--- config.mk ---
export PLATFORM = sky130hd
export DESIGN_NAME = mem_stage_sram
export DESIGN_NICKNAME = d
export VERILOG_FILES = /design/src/rtl/mem_stage_sram.sv
export SDC_FILE = /design/constraint.sdc
export NUM_CORES = 1
export LEC_CHECK = 0
export ABC_AREA = 1
export CORE_MARGIN = 3
export CORE_UTILIZATION = 39
export CTS_CLUSTER_DIAMETER = 150
export DETAILED_ROUTE_END_ITERATION = 6
export PLACE_DENSITY = 0.88
export SETUP_SLACK_MARGIN = 0.02
export SLEW_MARGIN = 20
export SYNTH_ARGS = -nofsm -noshare
export SYNTH_HDL_FRONTEND = slang
export SYNTH_SLANG_ARGS = --single-unit
--- constraint.sdc ---
create_clock -name clk -period 2.93 [get_ports clk]
set_input_delay 0.586 -clock clk [delete_from_list [all_inputs] [get_ports clk]]
set_output_delay 0.586 -clock clk [all_outputs]
set_load 0.02 [all_outputs]
--- src/rtl/mem_stage_sram.sv ---
// Memory stage: splits each 32-bit load/store into two 16-bit SRAM accesses and freezes
// the pipeline while they are in flight. Optional one-entry read buffer under READ_BUF_EN.
module mem_stage_sram #(
  parameter int unsigned BASE_ADDR   = 1024,
  parameter int unsigned WAIT_CYCLES = 2,
  parameter int unsigned SRAM_AW     = 18
) (
  input  logic               clk,
  input  logic               rst,
  input  logic               MEM_R_EN,
  input  logic               MEM_W_EN,
  input  logic [31:0]        ALU_result,
  input  logic [31:0]        Val_Rm,
  output logic [31:0]        mem_out,
  output logic               ready,
  output logic [SRAM_AW-1:0] sram_addr,
  output logic [15:0]        sram_dq_o,
  input  logic [15:0]        sram_dq_i,
  output logic               sram_dq_oe,
  output logic               sram_we_n,
  output logic               sram_oe_n
);

  localparam int unsigned WW = SRAM_AW - 1;
  localparam int unsigned CW = (WAIT_CYCLES > 0) ? $clog2(WAIT_CYCLES + 1) : 1;
  localparam logic [CW-1:0] CntMax = CW'(WAIT_CYCLES);
  // With no wait cycles there is no room for a hold cycle, so we_n stays low throughout.
  localparam bit WeLast = (WAIT_CYCLES == 0);

  typedef enum logic [1:0] {StIdle, StLo, StHi, StDone} state_e;

  state_e          state_q, state_d;
  logic [CW-1:0]   cnt_q, cnt_d;
  logic            is_wr_q;
  logic [WW-1:0]   word_q;
  logic [31:0]     data_q;
  logic [31:0]     mem_out_q;

  logic [31:0]     offset;
  logic [WW-1:0]   word;
  logic            req;
  logic            hit;
  logic            start;
  logic            phase_end;
  logic            in_phase;

  assign offset = ALU_result - BASE_ADDR;
  assign word   = offset[WW+1:2];

  logic unused_offset;
  assign unused_offset = ^{offset[31:WW+2], offset[1:0]};

`ifdef READ_BUF_EN
  logic            buf_valid_q;
  logic [WW-1:0]   buf_word_q;
  logic [31:0]     buf_data_q;

  assign hit = (state_q == StIdle) & MEM_R_EN & ~MEM_W_EN & buf_valid_q & (buf_word_q == word);
`else
  assign hit = 1'b0;
`endif

  assign req       = MEM_R_EN | MEM_W_EN;
  assign start     = (state_q == StIdle) & req & ~hit;
  assign phase_end = (cnt_q == CntMax);
  assign in_phase  = (state_q == StLo) | (state_q == StHi);

  always_comb begin
    state_d = state_q;
    cnt_d   = '0;
    unique case (state_q)
      StIdle: if (start) state_d = StLo;
      StLo: begin
        cnt_d = phase_end ? '0 : cnt_q + 1'b1;
        if (phase_end) state_d = StHi;
      end
      StHi: begin
        cnt_d = phase_end ? '0 : cnt_q + 1'b1;
        if (phase_end) state_d = StDone;
      end
      StDone: state_d = StIdle;
      default: state_d = StIdle;
    endcase
  end

  always_ff @(posedge clk or posedge rst) begin
    if (rst) begin
      state_q   <= StIdle;
      cnt_q     <= '0;
      is_wr_q   <= 1'b0;
      word_q    <= '0;
      data_q    <= '0;
      mem_out_q <= '0;
    end else begin
      state_q <= state_d;
      cnt_q   <= cnt_d;
      if (start) begin
        is_wr_q <= MEM_W_EN;
        word_q  <= word;
        data_q  <= Val_Rm;
      end
      if (~is_wr_q & phase_end & (state_q == StLo)) mem_out_q[15:0]  <= sram_dq_i;
      if (~is_wr_q & phase_end & (state_q == StHi)) mem_out_q[31:16] <= sram_dq_i;
`ifdef READ_BUF_EN
      if (hit) mem_out_q <= buf_data_q;
`endif
    end
  end

`ifdef READ_BUF_EN
  always_ff @(posedge clk or posedge rst) begin
    if (rst) begin
      buf_valid_q <= 1'b0;
      buf_word_q  <= '0;
      buf_data_q  <= '0;
    end else begin
      if (start & MEM_W_EN & buf_valid_q & (buf_word_q == word)) begin
        buf_data_q <= Val_Rm;
      end
      // Load completing: high half arrives now, low half is already in mem_out_q.
      if (~is_wr_q & phase_end & (state_q == StHi)) begin
        buf_valid_q <= 1'b1;
        buf_word_q  <= word_q;
        buf_data_q  <= {sram_dq_i, mem_out_q[15:0]};
      end
    end
  end

  assign mem_out = hit ? buf_data_q : mem_out_q;
`else
  assign mem_out = mem_out_q;
`endif

  assign ready = ((state_q == StIdle) & ~(req & ~hit)) | (state_q == StDone);

  always_comb begin
    sram_addr  = {word_q, state_q == StHi};
    sram_dq_oe = in_phase & is_wr_q;
    sram_dq_o  = '0;
    if (sram_dq_oe) sram_dq_o = (state_q == StHi) ? data_q[31:16] : data_q[15:0];
    sram_we_n  = ~(in_phase & is_wr_q & (~phase_end | WeLast));
    sram_oe_n  = ~(in_phase & ~is_wr_q);
  end

endmodule

==> flow_summary.json, run 1 <==
{
  "tightest_slew_ns": 0.557,
  "initialDrtViolationCount": 150,
  "clock-sinks": 86,
  "worstRegToRegCells": 5,
  "grt_pass1_vias": 3358,
  "hold_viol_final": 0,
  "grt_max_degree": 59,
  "syn_avg_cell_area_um2": 8.19,
  "path_class": "flip-flop to output pin",
  "final_cell_mix": "nand2_1 (219), clkdlybuf4s50_1 (122), dfrtp_1 (86)",
  "wl_per_cell_um": 13.5,
  "required_ns": 2.34,
  "synthCells": 455,
  "antenna_found_initial": 0,
  "dp_hpwl_mm": 7.07,
  "peakVddDrop_uv": 830,
  "critPathBufInv": 3,
  "report.final.slew_viol_count": 0,
  "rsz0062_at_grt": "false",
  "clkTransAtPathRegs_ns": 0.09,
  "whs_path_depth": 1,
  "cp.depth": 6,
  "dp_slack_ns": 0.317,
  "routed_wl_mm": 9.81,
  "worstSetupEndpointType": "output pin",
  "antennaDiodeCount": 0,
  "cts_tree": "yes",
  "hold_class": "flip-flop to flip-flop",
  "rows": 35,
  "yosysUniqueCellTypes": 21,
  "syn_to_final_growth_pct": 47.5,
  "cp_slowest_cell": "dfrtp_1",
  "setup_viol": 0,
  "crit_path_start": "state_q[0]$_DFFE_PP0P_",
  "path_cells": "inv_1, ha_1, nand2_1, buf_4, a21oi_1, dlygate4sd2_1",
  "finalSetupTns_ns": 0,
  "num_vias": 3347,
  "maxSlewHeadroom_pct": 62.8,
  "final_common_cell": "nand2_1",
  "final_cells": 726,
  "fmax_mhz": 377,
  "drc_errors": 0,
  "ant_nets": 0,
  "numPortBuffers": 138,
  "yosys-top-cells-area": "dfrtp_1 (58%), nand2_1 (22%), o21ai_0 (5.2%)",
  "syn_area_um2": 3730,
  "vias_per_cell": 4.61,
  "track_usage_pct": 18.6,
  "cts-root-buf": "clkbuf_8",
  "die_h_um": 104,
  "core_area_um2": 9280,
  "fin_skew_ns": 0.00967,
  "drt-pass1-iter-count": 4,
  "yosys_warnings": 0,
  "fin_ws_ns": 0.279,
  "cts_buffer_depth": 2,
  "min_from": "cnt_q[0]$_DFF_PP0_",
  "insertion_delay_ns": 0.35,
  "start_kind": "flip-flop",
  "yosys_register_bits": 86,
  "dp.cells": 708,
  "drive_gt1_share_pct": 5.36,
  "grt_pass1_wl_mm": 16.2,
  "status": "finished, final reports clean",
  "cp_data_arrival_time_ns": 2.07,
  "nNetsFinal": 681,
  "yosys.area.top_type": "dfrtp_1",
  "synth_nets": 544,
  "cp_max_fo": 14,
  "wl_met1_mm": 4.31,
  "start_util_pct": 40.1,
  "wl_met2_mm": 4.81,
  "ctsHoldBuffers": 0,
  "dieArea_um2": 10800,
  "finalCriticalPeriod_ns": 2.65,
  "route.met3.wl_um": 453,
  "finalPower_uw": 5940,
  "path_delay_family": "buffers and inverters",
  "cpPeakStageDelay_ns": 0.41,
  "gp_congestion": 0.863,
  "top_layer_used": "met4",
  "power.density_nw_per_um2": 1080,
  "reg2reg_from": "state_q[0]$_DFFE_PP0P_",
  "synth_top_area_share_pct": 57.7,
  "h-tree-depth": 3,
  "power.leakage_uw": 0.00294,
  "ioPinCount": 154,
  "period_share_pct": 90.5,
  "die_w_um": 104,
  "cts_inserted_buffers": 9,
  "grt-ovfl-total": 0,
  "seq_area_frac_synth_pct": 57.7,
  "maxCapViolations": 0
}
-- report_power, final --
group          internal (µW)  switching (µW)  total (µW)
clock network            433             454         887
registers               1760             309        2070
logic                   1280            1710        2980
-- synth_stat cells --
cell type and count:
ha_1 5, o21bai_1 1, o21ai_0 39, clkbuf_1 3, buf_4 2, nand3_2 2, inv_2 2, nand2_1 219
nor3_1 2, nand3_1 6, nor2_1 13, o21ai_2 1, o21ai_1 1, inv_1 36, buf_2 14, buf_6 1
a31oi_1 2, or2_2 1, a21oi_1 18, dfrtp_1 86, nand4_1 1
-- worst paths after layout --
path                                                end  slack [ns]
worst max-delay path                       sram_dq_o[6]        0.28
worst min-delay path                 cnt_q[0]$_DFF_PP0_        0.45
worst max register to register  mem_out[28]$_DFFE_PP0P_        0.98
worst min register to register       cnt_q[0]$_DFF_PP0_        0.45
max in group asynchronous         data_q[1]$_DFFE_PP0P_        1.68
min in group asynchronous       mem_out[20]$_DFFE_PP0P_        0.57
-- timing repair --
action	4_1_cts	5_1_grt
setup buffers	0	2
endpoints found under the setup margin	13	14
gates resized for setup	3	15
-- flip-flops by register name, summed over array words and instances, names as in the netlist --
register / flops
data_q: 32
mem_out: 32
word_q: 17
cnt_q: 2
state_q: 2
is_wr_q: 1
-- worst register-to-register path, cell delays in order (launching register included) --
cell and delay [ns]:
dfrtp_1 0.42, inv_1 0.10, ha_1 0.23, buf_6 0.23, nand3_2 0.46, o21ai_0 0.41
-- cell type report --
type                    instances  area [µm²]
fillers                       833        3790
flip-flops and latches         86        2150
repair buffers                146        1490
multi-input cells             311        1330
well taps                     129         161
inverters                      38         148
clock buffers                  10         138
clock inverters                 6        75.1
-- logic make-up (layout without fill, tap and decap cells) --
family          count (synthesis)  in the layout  share of synthesized area, %
simple gates                  244            244                          25.3
flops                          86             86                          57.7
compound gates                 62             62                          8.56
fa+ha+maj                       5              5                          1.68
buf+inv                        58            200                          6.71
-- through the flow --
step                hold WS [ns]  utilization (%)  cell area (µm²)
floorplan                  0.408                -             3730
global placement           0.421             56.3             5230
detailed placement         0.421             56.3             5230
CTS                        0.445             58.6             5440
global route               0.474             59.2             5500
finish                     0.450             59.2             5500
-- routing by layer --
metal,GRT usage (%),vias up
li1,-,1679
met1,23.7,1536
met2,31.0,115
met3,3.74,17
met4,7.98,0
met5,0,-
Power figures use the tool's default switching activity.
==> run 2, diff against run 1 <==
--- a/config.mk
+++ b/config.mk
@@ -6,7 +6,6 @@
 export NUM_CORES = 1
 export LEC_CHECK = 0
 export ABC_AREA = 1
-export CORE_MARGIN = 3
 export CORE_UTILIZATION = 39
 export CTS_CLUSTER_DIAMETER = 150
 export DETAILED_ROUTE_END_ITERATION = 6
==> run 2 against run 1 <==
Core utilization about the same. Critical path type unchanged. Die area down 7.6%. Via count grew 0.99%. Sequential share of layout area is 0.21 points higher. Highest routed layer unchanged. Global-route usage is 1.2 points higher. Cell count increased by 0.14%. Register-to-register slack improved by 0.03 ns. Combinational power about the same.
==> flow_summary.json, run 2 (synthesized netlist as in run 1, its figures left out) <==
{
  "grt_pass1_wl_mm": 15.4,
  "numPortBuffers": 138,
  "status": "finished, final reports clean",
  "reg2reg_from": "state_q[0]$_DFFE_PP0P_",
  "period_share_pct": 93.7,
  "final_common_cell": "nand2_1",
  "grt_pass1_vias": 3324,
  "die_w_um": 99.8,
  "final_util_pct": 59.2,
  "cts_inserted_buffers": 9,
  "dieArea_um2": 9950,
  "wl_per_cell_um": 13.4,
  "insertion_delay_ns": 0.34,
  "path_delay_family": "buffers and inverters",
  "cp_slowest_cell": "clkdlybuf4s50_1",
  "num_vias": 3380,
  "crit_top_cell": "inv_1",
  "power.density_nw_per_um2": 1070,
  "wl_met1_mm": 4.16,
  "vias_per_cell": 4.65,
  "top_layer_used": "met4",
  "drc_errors": 0,
  "required_ns": 2.34,
  "track_usage_pct": 19.8,
  "critPathBufInv": 4,
  "nNetsFinal": 682,
  "power.leakage_uw": 0.00288,
  "rr_endpoint": "mem_out[29]$_DFFE_PP0P_",
  "gp_congestion": 0.868,
  "final_cell_mix": "nand2_1 (219), clkdlybuf4s50_1 (125), dfrtp_1 (86)",
  "rsz0062_at_grt": "false",
  "finalPower_uw": 5840,
  "hold_class": "flip-flop to flip-flop",
  "wl_met2_mm": 4.98,
  "maxCapViolations": 0,
  "worstRegToRegCells": 5,
  "grt_max_degree": 50,
  "route.met3.wl_um": 340,
  "reg2reg_slack_ns": 1.01,
  "fin_skew_ns": 0.00962,
  "clock-sinks": 86,
  "dp_hpwl_mm": 7.09,
  "hold_viol_final": 0,
  "antennaDiodeCount": 0,
  "cp_data_arrival_time_ns": 2.16,
  "routed_wl_mm": 9.76,
  "die_h_um": 99.8,
  "cts_buffer_depth": 2,
  "drt-pass1-iter-count": 7,
  "drive_gt1_share_pct": 5.35,
  "setup_viol": 0,
  "ctsHoldBuffers": 0,
  "cp-endpoint": "sram_dq_o[1]",
  "tightest_slew_ns": 0.566,
  "cpPeakStageDelay_ns": 0.65,
  "cp_max_fo": 7,
  "ioPinCount": 154,
  "path_class": "flip-flop to output pin",
  "clkTransAtPathRegs_ns": 0.08,
  "core_area_um2": 9240,
  "ant_nets": 0,
  "report.final.slew_viol_count": 0,
  "h-tree-depth": 3,
  "start_kind": "flip-flop",
  "path_cells": "inv_1, ha_2, inv_1, buf_4, nand2_1, a21oi_1, clkdlybuf4s50_1",
  "start_util_pct": 40.3,
  "rows": 35,
  "syn_to_final_growth_pct": 46.7,
  "fmax_mhz": 364,
  "crit_path_start": "state_q[0]$_DFFE_PP0P_",
  "antenna_found_initial": 0,
  "grt-ovfl-total": 0,
  "cp.depth": 7,
  "finalSetupTns_ns": 0,
  "initialDrtViolationCount": 151,
  "cts_tree": "yes",
  "cts-root-buf": "clkbuf_8",
  "worstSetupEndpointType": "output pin",
  "maxSlewHeadroom_pct": 62.2,
  "finalCriticalPeriod_ns": 2.75,
  "peakVddDrop_uv": 1060
}
[run 2: stage by stage]
stage	instances	worst slack [ns]	area, µm²	hold slack, ns
after detailed placement	711	0.381	5260	0.426
final	727	0.184	5470	0.436
after global placement	711	0.412	5260	0.421
after CTS	727	0.0192	5440	0.438
after floorplan	455	0.122	3730	0.408
after global routing	727	0.0690	5470	0.478
[run 2: metal layers]
| layer | global-route usage, % | vias up |
|---|---|---|
| li1 | - | 1676 |
| met1 | 24.0 | 1585 |
| met2 | 34.5 | 95 |
| met3 | 2.67 | 24 |
| met4 | 9.84 | 0 |
| met5 | 0 | - |
[run 2: what timing repair did]
item | 4_1_cts | 5_1_grt
buffers inserted | 0 | 0
gates cloned | 0 | 0
setup endpoints to repair | 1 | 12
resized for setup | 2 | 12
[run 2: worst min-delay path by stage]
stage                  startpoint            endpoint  slack, ns  cells after the start
2_1_floorplan  cnt_q[0]$_DFF_PP0_  cnt_q[0]$_DFF_PP0_       0.41                      1
3_5_place_dp   cnt_q[0]$_DFF_PP0_  cnt_q[0]$_DFF_PP0_       0.43                      1
3_3_place_gp   cnt_q[0]$_DFF_PP0_  cnt_q[0]$_DFF_PP0_       0.42                      1
6_report       cnt_q[0]$_DFF_PP0_  cnt_q[0]$_DFF_PP0_       0.44                      1
5_1_grt        cnt_q[0]$_DFF_PP0_  cnt_q[0]$_DFF_PP0_       0.48                      1
4_1_cts        cnt_q[0]$_DFF_PP0_  cnt_q[0]$_DFF_PP0_       0.44                      1
[run 2: area by class of cell]
class / count / area (µm²)
fill: 793 / 3770
sequential: 86 / 2150
timing repair buffer: 147 / 1500
multi-input combinational: 311 / 1340
tap: 129 / 161
inverter: 38 / 144
clock buffer: 10 / 128
clock inverter: 6 / 45.0
[run 2: report_power, final]
part / switching, µW / internal, µW
Clock: 432 / 313
Sequential: 325 / 1760
Combinational: 1710 / 1300
Total: 2470 / 3370
==> run 3, diff against run 2 <==
--- a/config.mk
+++ b/config.mk
@@ -9,6 +9,7 @@
 export CORE_UTILIZATION = 39
 export CTS_CLUSTER_DIAMETER = 150
 export DETAILED_ROUTE_END_ITERATION = 6
+export GPL_TIMING_DRIVEN = 0
 export PLACE_DENSITY = 0.88
 export SETUP_SLACK_MARGIN = 0.02
 export SLEW_MARGIN = 20
==> run 3 against run 2 <==
Sequential power about the same. Count of clock-buffer cells in the layout stayed put. Global-route usage grew 0.53 points. Combinational power barely moved. Largest cell class unchanged. Largest power group unchanged. Highest routed layer unchanged.
==> flow_summary.json, run 3 (synthesized netlist as in run 1, its figures left out) <==
{
  "grtUsageMet1_pct": 26.5,
  "grt_pass1_vias": 3375,
  "rows": 35,
  "die_h_um": 99.8,
  "cts_inserted_buffers": 9,
  "period_share_pct": 94.5,
  "worstSetupEndpointType": "output pin",
  "place_area_um2": 5300,
  "cts_tree": "yes",
  "antennaDiodeCount": 0,
  "required_ns": 2.34,
  "use_met3_pct": 2.46,
  "cts-root-buf": "clkbuf_8",
  "fin_ws_ns": 0.162,
  "power.density_nw_per_um2": 1060,
  "hold_class": "flip-flop to flip-flop",
  "grt-ovfl-total": 0,
  "finalCriticalPeriod_ns": 2.77,
  "start_util_pct": 40.3,
  "dieArea_um2": 9950,
  "gp_congestion": 0.894,
  "final_cells": 739,
  "clock-sinks": 86,
  "peakVddDrop_uv": 593,
  "wl_per_cell_um": 13.6,
  "fmax_mhz": 361,
  "busiest_layer": "met2",
  "antenna_found_initial": 0,
  "status": "finished, final reports clean",
  "initialDrtViolationCount": 163,
  "power.leakage_uw": 0.00284,
  "fin_area_um2": 5480,
  "cpPeakStageDelay_ns": 0.40,
  "maxSlewHeadroom_pct": 68.8,
  "ant_nets": 0,
  "dp.cells": 723,
  "track_usage_pct": 20.3,
  "die_w_um": 99.8,
  "cp_data_arrival_time_ns": 2.18,
  "final_util_pct": 59.3,
  "setup_viol": 0,
  "grt.met2_usage_pct": 34.7,
  "cts_buffer_depth": 2,
  "start_kind": "flip-flop",
  "nNetsFinal": 694,
  "rsz0062_at_grt": "false",
  "numPortBuffers": 138,
  "drive_gt1_share_pct": 6.89,
  "cp_max_fo": 10,
  "tightest_slew_ns": 0.468,
  "final_common_cell": "nand2_1",
  "core_area_um2": 9240,
  "num_vias": 3483,
  "final_cell_mix": "nand2_1 (218), clkdlybuf4s50_1 (122), dfrtp_1 (86)",
  "grt_pass1_wl_mm": 15.8,
  "syn_to_final_growth_pct": 47.0,
  "path_class": "flip-flop to output pin",
  "vias_per_cell": 4.71,
  "drc_errors": 0,
  "report.final.slew_viol_count": 0,
  "dp_hpwl_mm": 7.52,
  "finalPower_uw": 5810,
  "path_cells": "inv_1, ha_1, buf_4, inv_2, buf_4, nand2_1, a21oi_1, dlygate4sd2_1",
  "grt_max_degree": 55,
  "cp_slowest_cell": "dfrtp_1",
  "hold_viol_final": 0,
  "insertion_delay_ns": 0.34,
  "dp_slack_ns": 0.123,
  "ctsHoldBuffers": 0,
  "h-tree-depth": 3,
  "crit_top_cell": "buf_4",
  "fin_skew_ns": 0.0118,
  "routed_wl_mm": 10.0,
  "post-cts-setup-buffers": 0,
  "ioPinCount": 154,
  "drt-pass1-iter-count": 4,
  "clkTransAtPathRegs_ns": 0.08,
  "maxCapViolations": 0
}
==> run 3: changes by cell type in the layout (fill, tap and decap cells not counted), moves of 3 or more <==
cell / change
buf_2: +13
buf_4: -4
clkbuf_1: +3
clkdlybuf4s50_1: -3
dlygate4sd2_1: +10
dlymetal6s2s_1: -7
==> run 3: area by class of cell <==
type,count,area (µm²)
fill,825,3760
sequential,86,2150
timing repair buffer,139,1410
multi-input combinational,311,1330
tap,129,161
inverter,38,145
clock buffer,10,128
buffer,20,110
clock inverter,6,46.3
==> run 3: power by group <==
part	internal, µW	switching [µW]	leakage (µW)
Sequential	1760	328	0.00101
Combinational	1270	1720	0.00175
Clock	313	426	0.0000829
==> run 3: worst paths after layout <==
path,from,to,slack (ns),cells past startpoint
max,state_q[0]$_DFFE_PP0P_,sram_dq_o[5],0.16,8
min in group asynchronous,rst,mem_out[20]$_DFFE_PP0P_,0.61,2
max in group asynchronous,rst,data_q[10]$_DFFE_PP0P_,1.71,3
min,cnt_q[0]$_DFF_PP0_,cnt_q[0]$_DFF_PP0_,0.44,1
max reg2reg,state_q[0]$_DFFE_PP0P_,mem_out[17]$_DFFE_PP0P_,1.40,5
min reg2reg,cnt_q[0]$_DFF_PP0_,cnt_q[0]$_DFF_PP0_,0.44,1
==> run 3: critical path: cells and delay by family, from the launching register on <==
family	cells	cell delay, ns
buf+inv	5	0.98
flops	1	0.40
fa+ha+maj	1	0.24
compound gates	1	0.17
simple gates	1	0.07
==> run 3: layer usage <==
metal  up-vias  routed length [µm]
met3        16                 400
met2       119                5070
met1      1647                4380
met5         -                   0
li1       1701                   -
met4         0                 165
==> run 3: repair_timing <==
action                                  CTS  global route
resized for setup                        14             5
endpoints found under the setup margin   16             5
endpoints found under the hold margin     0             0
==> run 3: per-stage QoR <==
stage               setup TNS (ns)  hold slack [ns]
global route                     0            0.466
global placement            -91.29            0.421
floorplan                        0            0.408
finish                           0            0.441
detailed placement               0            0.423
CTS                              0            0.443
